===== src/rtl/wd_access_arbiter_if.sv =====
// Bus bundle between the LPC host, the BMC sideband, the auto-kick pacing inputs
// and the watchdog register port of wd_access_arbiter.
interface wd_access_arbiter_if;
    logic       HostReq;
    logic       HostRead;
    logic [7:0] HostData;
    logic       BmcReq;
    logic       BmcRead;
    logic [7:0] BmcData;
    logic       HostAck;
    logic       BmcAck;
    logic       AckErr;
    logic [7:0] RdData;
    logic       Strobe125msec;
    logic       KickEnable;
    logic [4:0] KickValue;
    logic       WdWrite;
    logic       WdRead;
    logic [4:0] WdAddress;
    logic [7:0] WdData;
    logic [6:0] WatchDogRegister;
    logic       WatchDogReset;

    // Arbiter side: consumes requests and watchdog status, drives acks and strobes.
    modport slave (
        input  HostReq, HostRead, HostData,
        input  BmcReq, BmcRead, BmcData,
        input  Strobe125msec, KickEnable, KickValue,
        input  WatchDogRegister, WatchDogReset,
        output HostAck, BmcAck, AckErr, RdData,
        output WdWrite, WdRead, WdAddress, WdData
    );

    modport master (
        output HostReq, HostRead, HostData,
        output BmcReq, BmcRead, BmcData,
        output Strobe125msec, KickEnable, KickValue,
        output WatchDogRegister, WatchDogReset,
        input  HostAck, BmcAck, AckErr, RdData,
        input  WdWrite, WdRead, WdAddress, WdData
    );
endinterface


===== src/rtl/wd_access_arbiter.sv =====
// Round-robin arbiter serialising host, BMC and (with `define WD_AUTOKICK_EN) a
// periodic auto-kicker onto single-cycle accesses of the watchdog register.
module wd_access_arbiter (
    input  logic               LpcClock,
    input  logic               Reset,
    wd_access_arbiter_if.slave bus
);
    localparam logic [4:0] WD_ADDR   = 5'hB;
    localparam logic [1:0] SLOT_HOST = 2'd0;
    localparam logic [1:0] SLOT_BMC  = 2'd1;
    localparam logic [1:0] SLOT_KICK = 2'd2;
`ifdef WD_AUTOKICK_EN
    localparam int NUM_SLOTS = 3;
`else
    localparam int NUM_SLOTS = 2;
`endif

    typedef enum logic [2:0] {IDLE, GRANT, ISSUE, SETTLE, ACK} stateT;

    stateT      state, stateNext;
    logic [1:0] rrPtr, rrPtrNext;
    logic [1:0] winner, winnerNext;
    logic [2:0] reqVec;
    logic       latRead, latErr;
    logic       grantRead;
    logic [7:0] grantData;
    logic       kickPending;
    logic [7:0] kickData;
    logic       wdWriteNext, wdReadNext;
    logic [4:0] wdAddressNext;
    logic [7:0] wdDataNext, rdDataNext;
    logic       hostAckNext, bmcAckNext, ackErrNext;

    // First requesting slot at or after the pointer; earlier scan positions win.
    function automatic logic [1:0] pickWinner(input logic [2:0] req, input logic [1:0] ptr);
        int slot;
        pickWinner = ptr;
        for (int i = NUM_SLOTS - 1; i >= 0; i--) begin
            slot = (int'(ptr) + i) % NUM_SLOTS;
            if (req[2'(slot)]) pickWinner = 2'(slot);
        end
    endfunction

    function automatic logic [1:0] nextSlot(input logic [1:0] slot);
        nextSlot = (int'(slot) >= NUM_SLOTS - 1) ? 2'd0 : slot + 2'd1;
    endfunction

    assign reqVec = {kickPending, bus.BmcReq, bus.HostReq};

    always_comb begin
        grantRead = 1'b0;
        grantData = kickData;
        case (winner)
            SLOT_HOST: begin
                grantRead = bus.HostRead;
                grantData = bus.HostData;
            end
            SLOT_BMC: begin
                grantRead = bus.BmcRead;
                grantData = bus.BmcData;
            end
            default: ;
        endcase
    end

    always_ff @(posedge LpcClock) begin
        if (Reset) begin
            state  <= IDLE;
            rrPtr  <= 2'd0;
            winner <= SLOT_HOST;
        end else begin
            state  <= stateNext;
            rrPtr  <= rrPtrNext;
            winner <= winnerNext;
        end
    end

    always_comb begin
        stateNext     = state;
        rrPtrNext     = rrPtr;
        winnerNext    = winner;
        wdWriteNext   = 1'b0;
        wdReadNext    = 1'b0;
        wdAddressNext = 5'h00;
        wdDataNext    = 8'h00;
        hostAckNext   = 1'b0;
        bmcAckNext    = 1'b0;
        ackErrNext    = 1'b0;
        rdDataNext    = bus.RdData;
        unique case (state)
            IDLE: begin
                if (|reqVec) begin
                    stateNext  = GRANT;
                    winnerNext = pickWinner(reqVec, rrPtr);
                end
            end
            GRANT: begin
                stateNext   = ISSUE;
                rrPtrNext   = nextSlot(winner);
                // A pending watchdog reset blocks writes but never reads.
                wdReadNext  = grantRead;
                wdWriteNext = !grantRead && !bus.WatchDogReset;
                if (wdReadNext || wdWriteNext) begin
                    wdAddressNext = WD_ADDR;
                    wdDataNext    = grantData;
                end
            end
            ISSUE: stateNext = SETTLE;
            SETTLE: begin
                stateNext   = ACK;
                rdDataNext  = latRead ? {1'b0, bus.WatchDogRegister} : 8'h00;
                hostAckNext = (winner == SLOT_HOST);
                bmcAckNext  = (winner == SLOT_BMC);
                ackErrNext  = latErr && (winner != SLOT_KICK);
            end
            ACK: stateNext = IDLE;
            default: stateNext = IDLE;
        endcase
    end

    // GRANT snapshot: the access completes even if the requester drops Req now.
    always_ff @(posedge LpcClock) begin
        if (state == GRANT) begin
            latRead <= grantRead;
            latErr  <= bus.WatchDogReset && !grantRead;
        end
    end

    always_ff @(posedge LpcClock) begin
        if (Reset) begin
            bus.WdWrite   <= 1'b0;
            bus.WdRead    <= 1'b0;
            bus.WdAddress <= 5'h00;
            bus.WdData    <= 8'h00;
            bus.HostAck   <= 1'b0;
            bus.BmcAck    <= 1'b0;
            bus.AckErr    <= 1'b0;
            bus.RdData    <= 8'h00;
        end else begin
            bus.WdWrite   <= wdWriteNext;
            bus.WdRead    <= wdReadNext;
            bus.WdAddress <= wdAddressNext;
            bus.WdData    <= wdDataNext;
            bus.HostAck   <= hostAckNext;
            bus.BmcAck    <= bmcAckNext;
            bus.AckErr    <= ackErrNext;
            bus.RdData    <= rdDataNext;
        end
    end

`ifdef WD_AUTOKICK_EN
    logic [2:0] kickCount;
    logic       kickWrap, kickClear;

    assign kickWrap  = bus.KickEnable && bus.Strobe125msec && (kickCount == 3'd7);
    assign kickClear = (state == ACK) && (winner == SLOT_KICK);

    // A fresh eighth strobe outranks the clear so a back-to-back kick is not lost.
    always_ff @(posedge LpcClock) begin
        if (Reset) begin
            kickCount   <= 3'd0;
            kickPending <= 1'b0;
        end else begin
            if (!bus.KickEnable)
                kickCount <= 3'd0;
            else if (bus.Strobe125msec)
                kickCount <= kickCount + 3'd1;
            if (kickWrap)
                kickPending <= 1'b1;
            else if (kickClear)
                kickPending <= 1'b0;
        end
    end

    always_ff @(posedge LpcClock) begin
        if (kickWrap) kickData <= {3'b000, bus.KickValue};
    end
`else
    logic unusedKick;

    assign kickPending = 1'b0;
    assign kickData    = 8'h00;
    assign unusedKick  = ^{bus.Strobe125msec, bus.KickEnable, bus.KickValue};
`endif

endmodule


===== src/flat_wrapper.sv =====
// flat-port wrapper written by rule: the top's interface ports become plain ports
module wd_access_arbiter_flat 
  (LpcClock, Reset, bus_HostReq, bus_HostRead, bus_HostData, bus_BmcReq, bus_BmcRead, bus_BmcData, bus_Strobe125msec, bus_KickEnable, bus_KickValue, bus_WatchDogRegister, bus_WatchDogReset, bus_HostAck, bus_BmcAck, bus_AckErr, bus_RdData, bus_WdWrite, bus_WdRead, bus_WdAddress, bus_WdData);
  wd_access_arbiter_if bus_i ();
  input  logic LpcClock;
  input  logic Reset;
  input wire logic [$bits(bus_i.HostReq)-1:0] bus_HostReq;
  input wire logic [$bits(bus_i.HostRead)-1:0] bus_HostRead;
  input wire logic [$bits(bus_i.HostData)-1:0] bus_HostData;
  input wire logic [$bits(bus_i.BmcReq)-1:0] bus_BmcReq;
  input wire logic [$bits(bus_i.BmcRead)-1:0] bus_BmcRead;
  input wire logic [$bits(bus_i.BmcData)-1:0] bus_BmcData;
  input wire logic [$bits(bus_i.Strobe125msec)-1:0] bus_Strobe125msec;
  input wire logic [$bits(bus_i.KickEnable)-1:0] bus_KickEnable;
  input wire logic [$bits(bus_i.KickValue)-1:0] bus_KickValue;
  input wire logic [$bits(bus_i.WatchDogRegister)-1:0] bus_WatchDogRegister;
  input wire logic [$bits(bus_i.WatchDogReset)-1:0] bus_WatchDogReset;
  output wire logic [$bits(bus_i.HostAck)-1:0] bus_HostAck;
  output wire logic [$bits(bus_i.BmcAck)-1:0] bus_BmcAck;
  output wire logic [$bits(bus_i.AckErr)-1:0] bus_AckErr;
  output wire logic [$bits(bus_i.RdData)-1:0] bus_RdData;
  output wire logic [$bits(bus_i.WdWrite)-1:0] bus_WdWrite;
  output wire logic [$bits(bus_i.WdRead)-1:0] bus_WdRead;
  output wire logic [$bits(bus_i.WdAddress)-1:0] bus_WdAddress;
  output wire logic [$bits(bus_i.WdData)-1:0] bus_WdData;
  assign bus_i.HostReq = bus_HostReq;
  assign bus_i.HostRead = bus_HostRead;
  assign bus_i.HostData = bus_HostData;
  assign bus_i.BmcReq = bus_BmcReq;
  assign bus_i.BmcRead = bus_BmcRead;
  assign bus_i.BmcData = bus_BmcData;
  assign bus_i.Strobe125msec = bus_Strobe125msec;
  assign bus_i.KickEnable = bus_KickEnable;
  assign bus_i.KickValue = bus_KickValue;
  assign bus_i.WatchDogRegister = bus_WatchDogRegister;
  assign bus_i.WatchDogReset = bus_WatchDogReset;
  assign bus_HostAck = bus_i.HostAck;
  assign bus_BmcAck = bus_i.BmcAck;
  assign bus_AckErr = bus_i.AckErr;
  assign bus_RdData = bus_i.RdData;
  assign bus_WdWrite = bus_i.WdWrite;
  assign bus_WdRead = bus_i.WdRead;
  assign bus_WdAddress = bus_i.WdAddress;
  assign bus_WdData = bus_i.WdData;
  wd_access_arbiter u_core (.LpcClock(LpcClock), .Reset(Reset), .bus(bus_i));
endmodule

===== config.mk =====
export PLATFORM = sky130hd
export DESIGN_NAME = wd_access_arbiter_flat
export DESIGN_NICKNAME = d
export VERILOG_FILES = /design/src/rtl/wd_access_arbiter_if.sv /design/src/rtl/wd_access_arbiter.sv /design/src/flat_wrapper.sv
export SDC_FILE = /design/constraint.sdc
export NUM_CORES = 1
export LEC_CHECK = 0
export BUFFER_PORTS_ARGS = -buffer_cell sky130_fd_sc_hd__clkbuf_2
export CAP_MARGIN = 20
export CORE_AREA = 3 3 59 61
export CTS_BUF_LIST = sky130_fd_sc_hd__clkbuf_4 sky130_fd_sc_hd__clkbuf_8
export CTS_CLUSTER_DIAMETER = 120
export DETAILED_ROUTE_END_ITERATION = 7
export DIE_AREA = 0 0 62 64
export GPL_TIMING_DRIVEN = 0
export PLACE_DENSITY_LB_ADDON = 0.05
export RECOVER_POWER = 50
export SLEW_MARGIN = 20
export SYNTH_ARGS = -nofsm -noshare
export SYNTH_HDL_FRONTEND = slang
export SYNTH_SLANG_ARGS = --single-unit

===== constraint.sdc =====
create_clock -name LpcClock -period 1.6 [get_ports LpcClock]
set_input_delay 0.32 -clock LpcClock [delete_from_list [all_inputs] [get_ports LpcClock]]
set_output_delay 0.32 -clock LpcClock [all_outputs]
set_load 0.02 [all_outputs]

==> results.json <==
{
  "status": "finished clean",
  "drv_cap": 0,
  "hpwl_um": 1960,
  "finClkSkew_ns": 0.00737,
  "numCtsBuffers": 5,
  "syn_area_um2": 1210,
  "worstSetupEndpointType": "flop",
  "synthArstFlopShare_pct": 0,
  "startpoint_type": "flop",
  "grt_use_met2_pct": 22.4,
  "synth_cell_types": 32,
  "drive_gt1_share_pct": 38.0,
  "avgSynthCellArea_um2": 10.6,
  "hold_viol": 0,
  "synth.top_cells.by_count": "27 x dfxtp_1, 11 x a21oi_1, 8 x a31oi_1",
  "dpl_cell_area_um2": 1530,
  "crit_type": "reg -> reg",
  "antenna_left": 0,
  "insertion_delay_ns": 0.32,
  "globalRoute.busiestLayer": "met2",
  "synth_top_area_share_pct": 44.7,
  "setup_viol": 0,
  "core_um2": 3030,
  "clkTransAtPathRegs_ns": 0.10,
  "fin_nets": 219,
  "ir_drop_mv": 0.464,
  "multi_input_area_um2": 551,
  "route.detailed.drc": 0,
  "whs_path_depth": 2,
  "final.setup.tns_ns": 0,
  "cts_sinks": 29,
  "dp_cells": 211,
  "wl_um": 2830,
  "dieArea_um2": 3970,
  "antenna_found_initial": 0,
  "first_global_vias": 1008,
  "seqCellArea_um2": 601,
  "holdBufCountCts": 0,
  "p_leak_nw": 0.701,
  "synth-seq-cells": 29,
  "initial_core_util_pct": 39.9,
  "cts_tree": "yes",
  "cellPowerDensity_nw_per_um2": 986,
  "final_area_um2": 1640,
  "timing.fmax_mhz": 670,
  "final_cells": 223,
  "cts_htree_levels": 2,
  "grt_max_degree": 11,
  "cts_buffer_depth": 2,
  "hp-class": "in -> reg",
  "port_buffers": 51,
  "fp-row-count": 20,
  "nFillCells": 291,
  "ff2ff_path_depth": 7,
  "cts-root-buf": "clkbuf_4",
  "grtUsageTotal_pct": 14.6,
  "first_pass_iters": 4,
  "synth-edff-count": 2,
  "yosys.area.top_type": "dfxtp_1",
  "worstPathMaxFanout": 7,
  "fin_crit_sh_pct": 93.2,
  "avgRoutedWirePerCell_um": 12.7,
  "slew_violations": 0,
  "arrival_ns": 1.70,
  "ios": 63,
  "met3_usage_pct": 5.86,
  "synth.area.top_cells": "dfxtp_1 45%, nor4_2 7.2%, edfxtp_1 5.0%",
  "antennaDiodeCount": 0,
  "vias_per_cell": 4.81,
  "synth.most_common_cell": "dfxtp_1",
  "grt_pass1_wl_um": 4370,
  "cp.required_ns": 1.81,
  "dieWidth_um": 62,
  "routabilityCongestion": 0.677,
  "die_h_um": 64,
  "ys.flop_type": "dfxtp_1",
  "grt.met1_usage_pct": 18.4,
  "yosys_warnings": 0,
  "overflow": 0,
  "drt_iter0_markers": 24,
  "area_delta_synth_final_pct": 35.6,
  "yosysSeqAreaShare_pct": 49.7,
  "dr_total_vias": 1072,
  "period_minus_slack_ns": 1.49,
  "netlist_instances": 114
}
[layer usage]
metal,wire length [µm],vias up
li1,-,535
met1,1220,488
met2,1340,44
met3,219,5
met4,45,0
met5,0,-
[layout make-up]
| type | instances | area share [%] |
|---|---|---|
| timing repair buffer | 55 | 16.0 |
| clock inverter | 1 | 0.305 |
| sequential | 29 | 36.6 |
| buffer | 13 | 5.50 |
| tap | 44 | 3.36 |
| multi-input combinational | 71 | 33.6 |
| clock buffer | 7 | 3.97 |
| inverter | 3 | 0.687 |
[worst paths after layout]
path | slack [ns] | startpoint | endpoint
worst min-delay path | 0.17 | bus_WatchDogReset | u_core.bus.WdWrite
worst min register to register | 0.47 | u_core.bus.RdData[6] | u_core.bus.RdData[6]
worst max register to register | 0.11 | u_core.winner[0] | u_core.bus.WdData[6]
worst max-delay path | 0.11 | u_core.winner[0] | u_core.bus.WdData[6]
[layout by cell type (no fill, tap or decap), types with 3 or more instances in the layout]
cell / Yosys / final
clkbuf_2: 0 / 33
dfxtp_1: 27 / 27
clkbuf_1: 2 / 21
a21oi_1: 11 / 11
buf_4: 5 / 9
a31oi_1: 8 / 8
clkbuf_4: 0 / 6
a22o_1: 6 / 6
nor4_2: 7 / 5
nor3_1: 5 / 5
ha_1: 4 / 4
nand2b_1: 3 / 3
nor2_1: 3 / 3
conb_1: 1 / 3
[metrics by stage]
stage | utilization (%) | hold slack, ns | setup slack (ns) | power [mW]
floorplan | - | 0.398 | 0.0974 | 1.01
finish | 54.1 | 0.167 | 0.108 | 1.62
global placement | 50.7 | 0.456 | -0.0255 | 1.09
global route | 54.1 | 0.159 | -0.00487 | 1.71
detailed placement | 50.7 | 0.466 | -0.0468 | 1.10
CTS | 53.5 | 0.155 | 0.0116 | 1.61
[what timing repair did]
action                                  in CTS  in global routing
endpoints found under the setup margin      10                  9
setup buffers                                2                  2
pin swaps                                    1                  1
resized for setup                            0                  8
[where the power goes]
part / total (mW) / switching [mW] / internal [mW]
Clock: 0.502 / 0.247 / 0.254
Sequential: 0.783 / 0.0172 / 0.765
Combinational: 0.331 / 0.191 / 0.140
Total: 1.62 / 0.456 / 1.16
[worst max-delay path: stages, from the launching register on]
cell	delay [ns]
dfxtp_1	0.36
inv_2	0.06
ha_1	0.21
buf_6	0.14
a31o_4	0.25
a21boi_4	0.13
buf_4	0.18
nor4_4	0.05
[sequential cells by signal (all words and copies together) (netlist names)]
signal                flops
u_core.bus.WdData         8
u_core.bus.RdData         7
u_core.state              3
u_core.winner             2
u_core.bus.AckErr         1
u_core.bus.BmcAck         1
u_core.bus.HostAck        1
u_core.bus.WdAddress      1
u_core.bus.WdRead         1
u_core.bus.WdWrite        1
u_core.latErr             1
u_core.latRead            1
u_core.rrPtr              1
[logic make-up (layout without fill, tap and decap cells)]
family	count (synthesis)	in the layout	share of synthesized area [%]
adder cells (fa/ha/maj)	4	4	4.14
XOR/XNOR	1	1	0.725
flip-flops	29	29	49.7
AND/OR/NAND/NOR	32	32	20.0
AO/OA/AOI/OAI	31	31	17.0
other	1	3	0.310
buffers and inverters	16	79	8.18
(Power assumes the default switching activity.)
